==> config.mk <==
export PLATFORM = sky130hd
export DESIGN_NAME = keyed_seq_detector
export DESIGN_NICKNAME = d
export VERILOG_FILES = /design/src/rtl/keyed_seq_pkg.sv /design/src/rtl/keyed_seq_detector_key_shift_loader.sv /design/src/rtl/keyed_seq_detector.sv
export SDC_FILE = /design/constraint.sdc
export NUM_CORES = 1
export LEC_CHECK = 0
export ABC_CLOCK_PERIOD_IN_PS = 5300
export CAP_MARGIN = 10
export CELL_PAD_IN_SITES_DETAIL_PLACEMENT = 1
export CELL_PAD_IN_SITES_GLOBAL_PLACEMENT = 1
export CORE_UTILIZATION = 51
export DETAILED_ROUTE_END_ITERATION = 10
export DONT_BUFFER_PORTS = 1
export PLACE_DENSITY_LB_ADDON = 0.1
export SKIP_LAST_GASP = 1
export SLEW_MARGIN = 0
export SYNTH_ARGS = -nofsm -noshare
export SYNTH_HDL_FRONTEND = slang
export SYNTH_SLANG_ARGS = --single-unit
==> constraint.sdc <==
create_clock -name clk -period 5.3 [get_ports clk]
set_input_delay 1.06 -clock clk [delete_from_list [all_inputs] [get_ports clk]]
set_output_delay 1.06 -clock clk [all_outputs]
set_load 0.1 [all_outputs]
==> src/rtl/keyed_seq_pkg.sv <==
// ---------------------------------------------------------------------------
// keyed_seq_pkg
// Shared definitions for the key-locked sequence detector:
//   - state kind enum (idle / true progress / decoy duplicate)
//   - state_dbg encoding constants and width
//   - helper that extracts pattern symbol k from the packed pattern
// ---------------------------------------------------------------------------
package keyed_seq_pkg;

    localparam int STATE_DBG_W  = 6;
    localparam int IDLE_CODE    = 0;
    localparam int S_BASE       = 0;
    localparam int D_BASE       = 16;

    // Upper bounds for the generic pattern-symbol helper.
    localparam int MAX_SYM_W    = 32;
    localparam int MAX_PAT_BITS = 512;

    typedef enum logic [1:0] {
        ST_IDLE  = 2'd0,
        ST_TRUE  = 2'd1,
        ST_DECOY = 2'd2
    } state_kind_e;

    // Symbol k of a packed pattern; symbol 0 sits in the least-significant bits.
    function automatic logic [MAX_SYM_W-1:0] pattern_sym(
        input logic [MAX_PAT_BITS-1:0] pattern,
        input int unsigned             sym_w,
        input int unsigned             k
    );
        logic [MAX_SYM_W-1:0] mask;
        mask = (sym_w >= MAX_SYM_W) ? '1
                                    : ((MAX_SYM_W'(1) << sym_w) - MAX_SYM_W'(1));
        return MAX_SYM_W'(pattern >> (k * sym_w)) & mask;
    endfunction

    // Observable state code: IDLE=0, S_k=S_BASE+k, D_k=D_BASE+k.
    function automatic logic [STATE_DBG_W-1:0] encode_state(
        input state_kind_e kind,
        input int unsigned pos
    );
        case (kind)
            ST_TRUE:  return STATE_DBG_W'(S_BASE + pos);
            ST_DECOY: return STATE_DBG_W'(D_BASE + pos);
            default:  return STATE_DBG_W'(IDLE_CODE);
        endcase
    endfunction

endpackage

==> src/rtl/keyed_seq_detector_key_shift_loader.sv <==
// ---------------------------------------------------------------------------
// key_shift_loader
// Serial key register. Bits arrive LSB first through a valid/ready handshake;
// once KEY_W bits are taken the loader stops accepting and reports the key as
// loaded. Only reset can clear it for a reload.
//   clk          in   rising-edge clock
//   rst          in   asynchronous active-low reset
//   key_bit_i    in   serial key data
//   key_valid_i  in   key_bit_i valid this cycle
//   key_ready_o  out  loader accepts key bits
//   key_loaded_o out  full key held
//   key_o        out  assembled key
// ---------------------------------------------------------------------------
module key_shift_loader #(
    parameter int KEY_W = 4
) (
    input  logic             clk,
    input  logic             rst,
    input  logic             key_bit_i,
    input  logic             key_valid_i,
    output logic             key_ready_o,
    output logic             key_loaded_o,
    output logic [KEY_W-1:0] key_o
);

    localparam int IDX_W = (KEY_W > 1) ? $clog2(KEY_W) : 1;

    logic [KEY_W-1:0] key_q;
    logic [IDX_W-1:0] idx_q;
    logic             loaded_q;
    logic             accept;

    assign accept = key_valid_i & ~loaded_q;

    // NOTE: state registers use non-blocking assignments so every flop samples
    // pre-edge values; blocking here would let later statements see new values.
    always_ff @(posedge clk or negedge rst) begin
        if (!rst) begin
            key_q    <= '0;
            idx_q    <= '0;
            loaded_q <= 1'b0;
        end else if (accept) begin
            key_q[idx_q] <= key_bit_i;
            if (idx_q == IDX_W'(KEY_W - 1)) begin
                loaded_q <= 1'b1;
            end else begin
                idx_q <= idx_q + IDX_W'(1);
            end
        end
    end

    assign key_ready_o  = ~loaded_q;
    assign key_loaded_o = loaded_q;
    assign key_o        = key_q;

endmodule

==> src/rtl/keyed_seq_detector.sv <==
// ---------------------------------------------------------------------------
// keyed_seq_detector
// Key-locked sequence detector. With the correct key loaded it detects a
// PAT_LEN-symbol pattern, pulses match and counts matches. A wrong key bit at
// any step diverts traffic into decoy states that look identical from the
// outputs but never complete a match.
//   clk        in   rising-edge clock
//   rst        in   asynchronous active-low reset
//   key_bit    in   serial key data (LSB first)
//   key_valid  in   key_bit valid this cycle
//   key_ready  out  block accepts key bits
//   key_loaded out  full key held, detector armed
//   sym_in     in   input symbol
//   sym_valid  in   sym_in valid this cycle
//   match      out  one-cycle pulse after the completing symbol
//   match_cnt  out  saturating match count
//   state_dbg  out  encoded present state (verification only)
// ---------------------------------------------------------------------------
module keyed_seq_detector
    import keyed_seq_pkg::*;
#(
    parameter int                         SYM_W     = 4,
    parameter int                         PAT_LEN   = 4,
    parameter logic [PAT_LEN*SYM_W-1:0]   PATTERN   = 16'h3A5C,
    parameter int                         KEY_W     = PAT_LEN,
    parameter logic [KEY_W-1:0]           KEY_CONST = 4'b1011,
    parameter int                         CNT_W     = 8
) (
    input  logic                   clk,
    input  logic                   rst,
    input  logic                   key_bit,
    input  logic                   key_valid,
    output logic                   key_ready,
    output logic                   key_loaded,
    input  logic [SYM_W-1:0]       sym_in,
    input  logic                   sym_valid,
    output logic                   match,
    output logic [CNT_W-1:0]       match_cnt,
    output logic [STATE_DBG_W-1:0] state_dbg
);

    localparam int POS_W = $clog2(PAT_LEN);

    logic [KEY_W-1:0] key;
    state_kind_e      kind_q;
    logic [POS_W-1:0] pos_q;   // symbol index expected next (0 in IDLE)
    logic             match_q;
    logic [CNT_W-1:0] cnt_q;

    logic [SYM_W-1:0] exp_sym;
    logic [SYM_W-1:0] first_sym;
    logic             key_ok;
    logic             restart_ok;
    logic             last_pos;

    key_shift_loader #(.KEY_W(KEY_W)) u_loader (
        .clk          (clk),
        .rst          (rst),
        .key_bit_i    (key_bit),
        .key_valid_i  (key_valid),
        .key_ready_o  (key_ready),
        .key_loaded_o (key_loaded),
        .key_o        (key)
    );

    assign exp_sym    = SYM_W'(pattern_sym(MAX_PAT_BITS'(PATTERN), SYM_W, 32'(pos_q)));
    assign first_sym  = SYM_W'(pattern_sym(MAX_PAT_BITS'(PATTERN), SYM_W, 0));
    assign key_ok     = (key[pos_q] == KEY_CONST[pos_q]);
    assign restart_ok = (key[0] == KEY_CONST[0]);
    assign last_pos   = (pos_q == POS_W'(PAT_LEN - 1));

    // key_loaded gates the FSM; the load-completing cycle still sees it low,
    // so a symbol presented then is ignored.
    always_ff @(posedge clk or negedge rst) begin
        if (!rst) begin
            kind_q  <= ST_IDLE;
            pos_q   <= '0;
            match_q <= 1'b0;
            cnt_q   <= '0;
        end else begin
            match_q <= 1'b0;
            if (key_loaded && sym_valid) begin
                if (sym_in == exp_sym) begin
                    if (last_pos) begin
                        kind_q <= ST_IDLE;
                        pos_q  <= '0;
                        // Decoy paths and a wrong final key bit finish silently.
                        if (kind_q != ST_DECOY && key_ok) begin
                            match_q <= 1'b1;
                            if (cnt_q != '1) begin
                                cnt_q <= cnt_q + CNT_W'(1);
                            end
                        end
                    end else begin
                        pos_q  <= pos_q + POS_W'(1);
                        kind_q <= (kind_q != ST_DECOY && key_ok) ? ST_TRUE : ST_DECOY;
                    end
                end else if (kind_q != ST_IDLE && sym_in == first_sym) begin
                    // Mismatch that is itself a valid first symbol: restart at position 1.
                    pos_q  <= POS_W'(1);
                    kind_q <= restart_ok ? ST_TRUE : ST_DECOY;
                end else begin
                    kind_q <= ST_IDLE;
                    pos_q  <= '0;
                end
            end
        end
    end

    assign match     = match_q;
    assign match_cnt = cnt_q;
    assign state_dbg = encode_state(kind_q, 32'(pos_q));

endmodule

; ---- Word level (Yosys, flattened, before mapping)
; Index checks and enable logic that the tools add are counted.
[op_classes]
addsub = 4
order_cmp = 3
eq_ne = 9
n_shift = 1
n_mux = 20
bitwise = 3
n_reduce_logical = 8
[ops]
columns = op, count
row1 = 2-bit two-way mux, 7
row2 = "14-bit by 4-bit right shift with 4-bit output, first input constant", 1
row3 = 6-bit one-hot mux with 2 select lines, 1
row4 = "8-bit by 1-bit adder with 8-bit output, second input constant", 1
row5 = 1-bit two-way mux, 8
row6 = "8-bit inequality test, second input constant", 1
row7 = "5-bit by 2-bit adder with 6-bit output, first input constant", 1
row8 = "2-bit equality test, second input constant", 3
row9 = "2-bit by 3-bit less-than comparator with 1-bit output, second input constant", 2
row10 = 5-bit AND reduction, 1
row11 = "2-bit by 1-bit adder with 2-bit output, second input constant", 2
row12 = 1-bit binary-select mux with 2-bit select, 2
row13 = 4-bit bitwise mux, 1
row14 = 4-bit equality test, 1
row15 = "4-bit equality test, second input constant", 1
row16 = 1-bit logical AND, 4
row17 = 2-bit AND reduction, 2
row18 = 1-bit demux with 2-bit select, 1
row19 = "2-bit by 1-bit equality test with 1-bit output, second input constant", 1
row20 = "2-bit by 1-bit greater-or-equal comparator with 1-bit output, second input constant", 1
row21 = "2-bit inequality test, second input constant", 1
row22 = 1-bit inverter, 2
row23 = 2-bit nonzero test, 1
row24 = 1-bit AND, 1
row25 = 1-bit equality test, 1
[totals]
ff_bits = 20
inputBits = 9
output_inout_bits = 17
elab_cells = 55

; ---- Depth between registers and ports, before layout
[depth]
ltp_word = 8
depth_mapped = 7
depth_no_buf = 7

; ---- Modules after synthesis
; From an unflattened synthesis, not the netlist that was laid out.
[unflattened]
cells_unflattened = 121
hier_area_um2 = 1305.0
[modules_own_cells]
columns = mod, instances, cells_per_inst, area_each_um2, seq_area_each_um2
row1 = keyed_seq_detector, 1, 94, 947.2, 325.3
row2 = key_shift_loader, 1, 27, 357.8, 175.2

; ---- Least setup slack after synthesis
; OpenSTA, ideal clock, no wires.
[synth_path]
kind = reg2out
from = register kind_q[0]
to = output port state_dbg[0]
arrival_time_ps = 2046
t_required_ps = 4240
setup_slack_ps = 2194
path_stages_with_launch = 5
path_buffers = 0
cell_sequence = dfrtp_1 > inv_1 > ha_1 > o21ai_0 > nor2_1
[synth_between]
elab_chain_len = 2
elab_cells_between_ends = 3
classes_between = 2 x eq/ne / 1 x mux
[synth_lines]
columns = item, line
row1 = from (decl), keyed_seq_detector.sv:45  ; state_kind_e kind_q;
row2 = from (signal assigned), keyed_seq_detector.sv:96  ; kind_q <= (kind_q != ST_DECOY && key_ok) ? ST_TRUE : ST_DECOY;
row3 = from (signal assigned), keyed_seq_detector.sv:101  ; kind_q <= restart_ok ? ST_TRUE : ST_DECOY;
row4 = 2-bit equality test / 2-bit by 1-bit equality test with 1-bit output (equally long branches), keyed_seq_pkg.sv:42  ; case (kind)
row5 = 6-bit one-hot mux with 2 select lines (*), keyed_seq_pkg.sv:42
row6 = to (decl), keyed_seq_detector.sv:39  ; output logic [STATE_DBG_W-1:0] state_dbg
; Every way passes the cells marked *; elsewhere a longest branch is shown, timed or not.

; ---- Worst setup path after layout
; Ends and elaborated chain as after synthesis.

==> results.md <==
- CP required: 4240 ps
- Flops & latches, synth: 20
- Vias: 871
- Starting DRC count in detailed routing: 8
- Pleak: about 0.61 nW
- Crit path max fanout: 5
- Kind of cell adding the most delay to the critical path: simple AND/OR/NAND/NOR gates
- Max-slew violations: 0
- Pin count of the biggest net entering global routing: 21
- Core area: 2250 um^2
- Unique cell type count in the Yosys netlist: 37
- Clock latency on the worst-skew pair: around 330 ps
- Setup WS post-layout: 2130 ps
- Die footprint: 2640 um^2
- Hold Buf Count CTS: 0
- Post-Layout Cell Count: between 150 and 200
- Slew HR: 29.7%
- Final Cycle Share: approximately 60%
- Global-route wire length before repair: 4430 um
- Slowest-stage cell, CP: nor2_2
- H-tree depth: 1
- Sequential element share of the synthesized area: roughly two fifths
- PortBufs: 0
- Clock sink count: 20
- Max_cap viols: 0
- Vias in the first global route: 888
- DP HPWL: between 1500 and 2000 um
- Ports: 26
- Final wirelength: 2630 um
- Setup_tns: 0 ps
- Ys Warns: 0
- Most common cell after layout, fill and taps aside: dfrtp_1
- Drc violations: 0
- Critical path class: flop to output pin
- Postcts setup bufs: 0
- CTS tree: built
- Max frequency: 315 MHz
- Via density per instance: 5.66
- Crit-path cells: inv_1 > ha_1 > o21ai_0 > nor2_2
- CP endpoint kind: output pin
- Syn avg cell area: around 10 um^2
- Slowest stage delay, CP: approximately 830 ps
- Share of cells above drive strength 1: 16.7%
- Worst-path clk slew: 120 ps
- Initial antenna violation count: 0
- Final-report hold violation count: 0
- Slew @ Worst Pin: 1050 ps
- Crit path depth: 4
- Die Span X: 51.4 um
- Synthesized area: 1240 um^2
- Cts repair resizes: 0
- Main synth FF type: dfrtp_1
- DRT antenna net count: 0
- Number of flops mapped to enable cells by yosys: 0
- R2r worst-path depth: 5
- CTS max path bufs: 2
- Synthesized instance count: between 100 and 150
- Pwr dens: 215 nW/um^2
- Unrepaired setup endpoints after global routing: no
- Drt first pass iters: 4
- Most frequent cells in the layout: dfrtp_1, nand2_1, ha_1
- Die height: 51.4 um
- Grt ovf: 0
- Starting Density: 55.2%
- Std-Cell Rows: 17
- Cell total after placement: 150
- Buf/Inv on CP: 1
- # setup viols final: 0
- Clk_skew: 4.88 ps
- Startpoint types: flop
- Routability Congestion: 0.808
- CP arrival: 2110 ps
- Async SR Flop Fraction: 100%
- Hold/Removal Path Class: input port to async pin
- Final min period: between 3000 and 4000 ps
- Nets: 147
- Status: finished, final reports clean
- Peak supply drop: 0.000192 V
- Pwr Total: 0.280 mW
- Total track usage: 23.7%
- Mean routed wirelength per cell: around 17 um
- N_diodes: 0
- Area grow syn2layout: 4.93%
- Pre-CTS WS: approximately 2500 ps
- Number of CTS-inserted buffers: 3
- Final Core Density: 57.9%
- CTS root buf: clkbuf_4
## metal layers
layer  wire [um]  global-route usage (%)  up-vias
met5           0                       0        -
met4          61                    13.5        0
met3         104                    6.25        6
met2        1180                    35.3       23
met1        1280                    30.8      410
li1            -                       -      432
## synth_stat cells, types with 4 or more instances
library cell   n  area [um^2]
mux2i_1        4         40.0
nand2_1       13         48.8
inv_1         10         37.5
mux2_2         5         56.3
nor2_1         7         26.3
dfrtp_1       20          500
ha_1          11          138
o21ai_0        5         25.0
## state kept, by name, indices dropped and copies added (netlist names)
name	count
kind_q	2
match	1
match_cnt	8
pos_q	2
u_loader.idx_q	2
u_loader.key_loaded_o	1
u_loader.key_o	4
## path summary, 6_finish.rpt
check	slack (ps)	end	startpoint
hold / removal	410	pos_q[1]	rst
setup / recovery	2130	state_dbg[0]	kind_q[0]
setup reg to reg	2750	match_cnt[6]	u_loader.key_loaded_o
max in group asynchronous	4820	u_loader.key_o[0]	rst
hold reg to reg	530	u_loader.key_o[2]	u_loader.key_o[2]
min in group clk	530	u_loader.key_o[2]	u_loader.key_o[2]
## cell type report
cell class / instances / area (um^2)
clock buffer: 4 / 36.3
inverter: 10 / 37.5
tap: 28 / 35.0
multi-input combinational: 92 / 696
sequential: 20 / 500
fill: 257 / 950
## metrics by stage
step                instance area [um^2]  hold WS [ps]
floorplan                           1250           479
global placement                    1270           493
detailed placement                  1270           498
CTS                                 1310           399
global route                        1310           392
finish                              1310           406
## kinds of logic after synthesis
kind of cell	count (synthesis)	synth area share (%)
AOI/OAI and AO/OA	15	8.55
xor gates and xnor gates	5	3.52
adders and majority gates	11	11.1
buffers and inverters	13	4.83
DFF	20	40.2
muxes	11	9.86
other	1	0.302
and+or+nand+nor	47	21.6
## worst reg2reg max path: stages, from the launching register on
cell	delay [ps]
dfrtp_1	1010
nand3_1	290
a221oi_2	310
o21ai_2	140
or3_4	410
mux2_4	300
## power by group
| part | switching (mW) | internal [mW] | leakage, nW |
|---|---|---|---|
| Sequential | 0.00246 | 0.155 | 0.257 |
| Combinational | 0.0203 | 0.00706 | 0.334 |
| Clock | 0.0535 | 0.0422 | 0.0210 |
No activity file was read; power rests on OpenSTA's default activity.
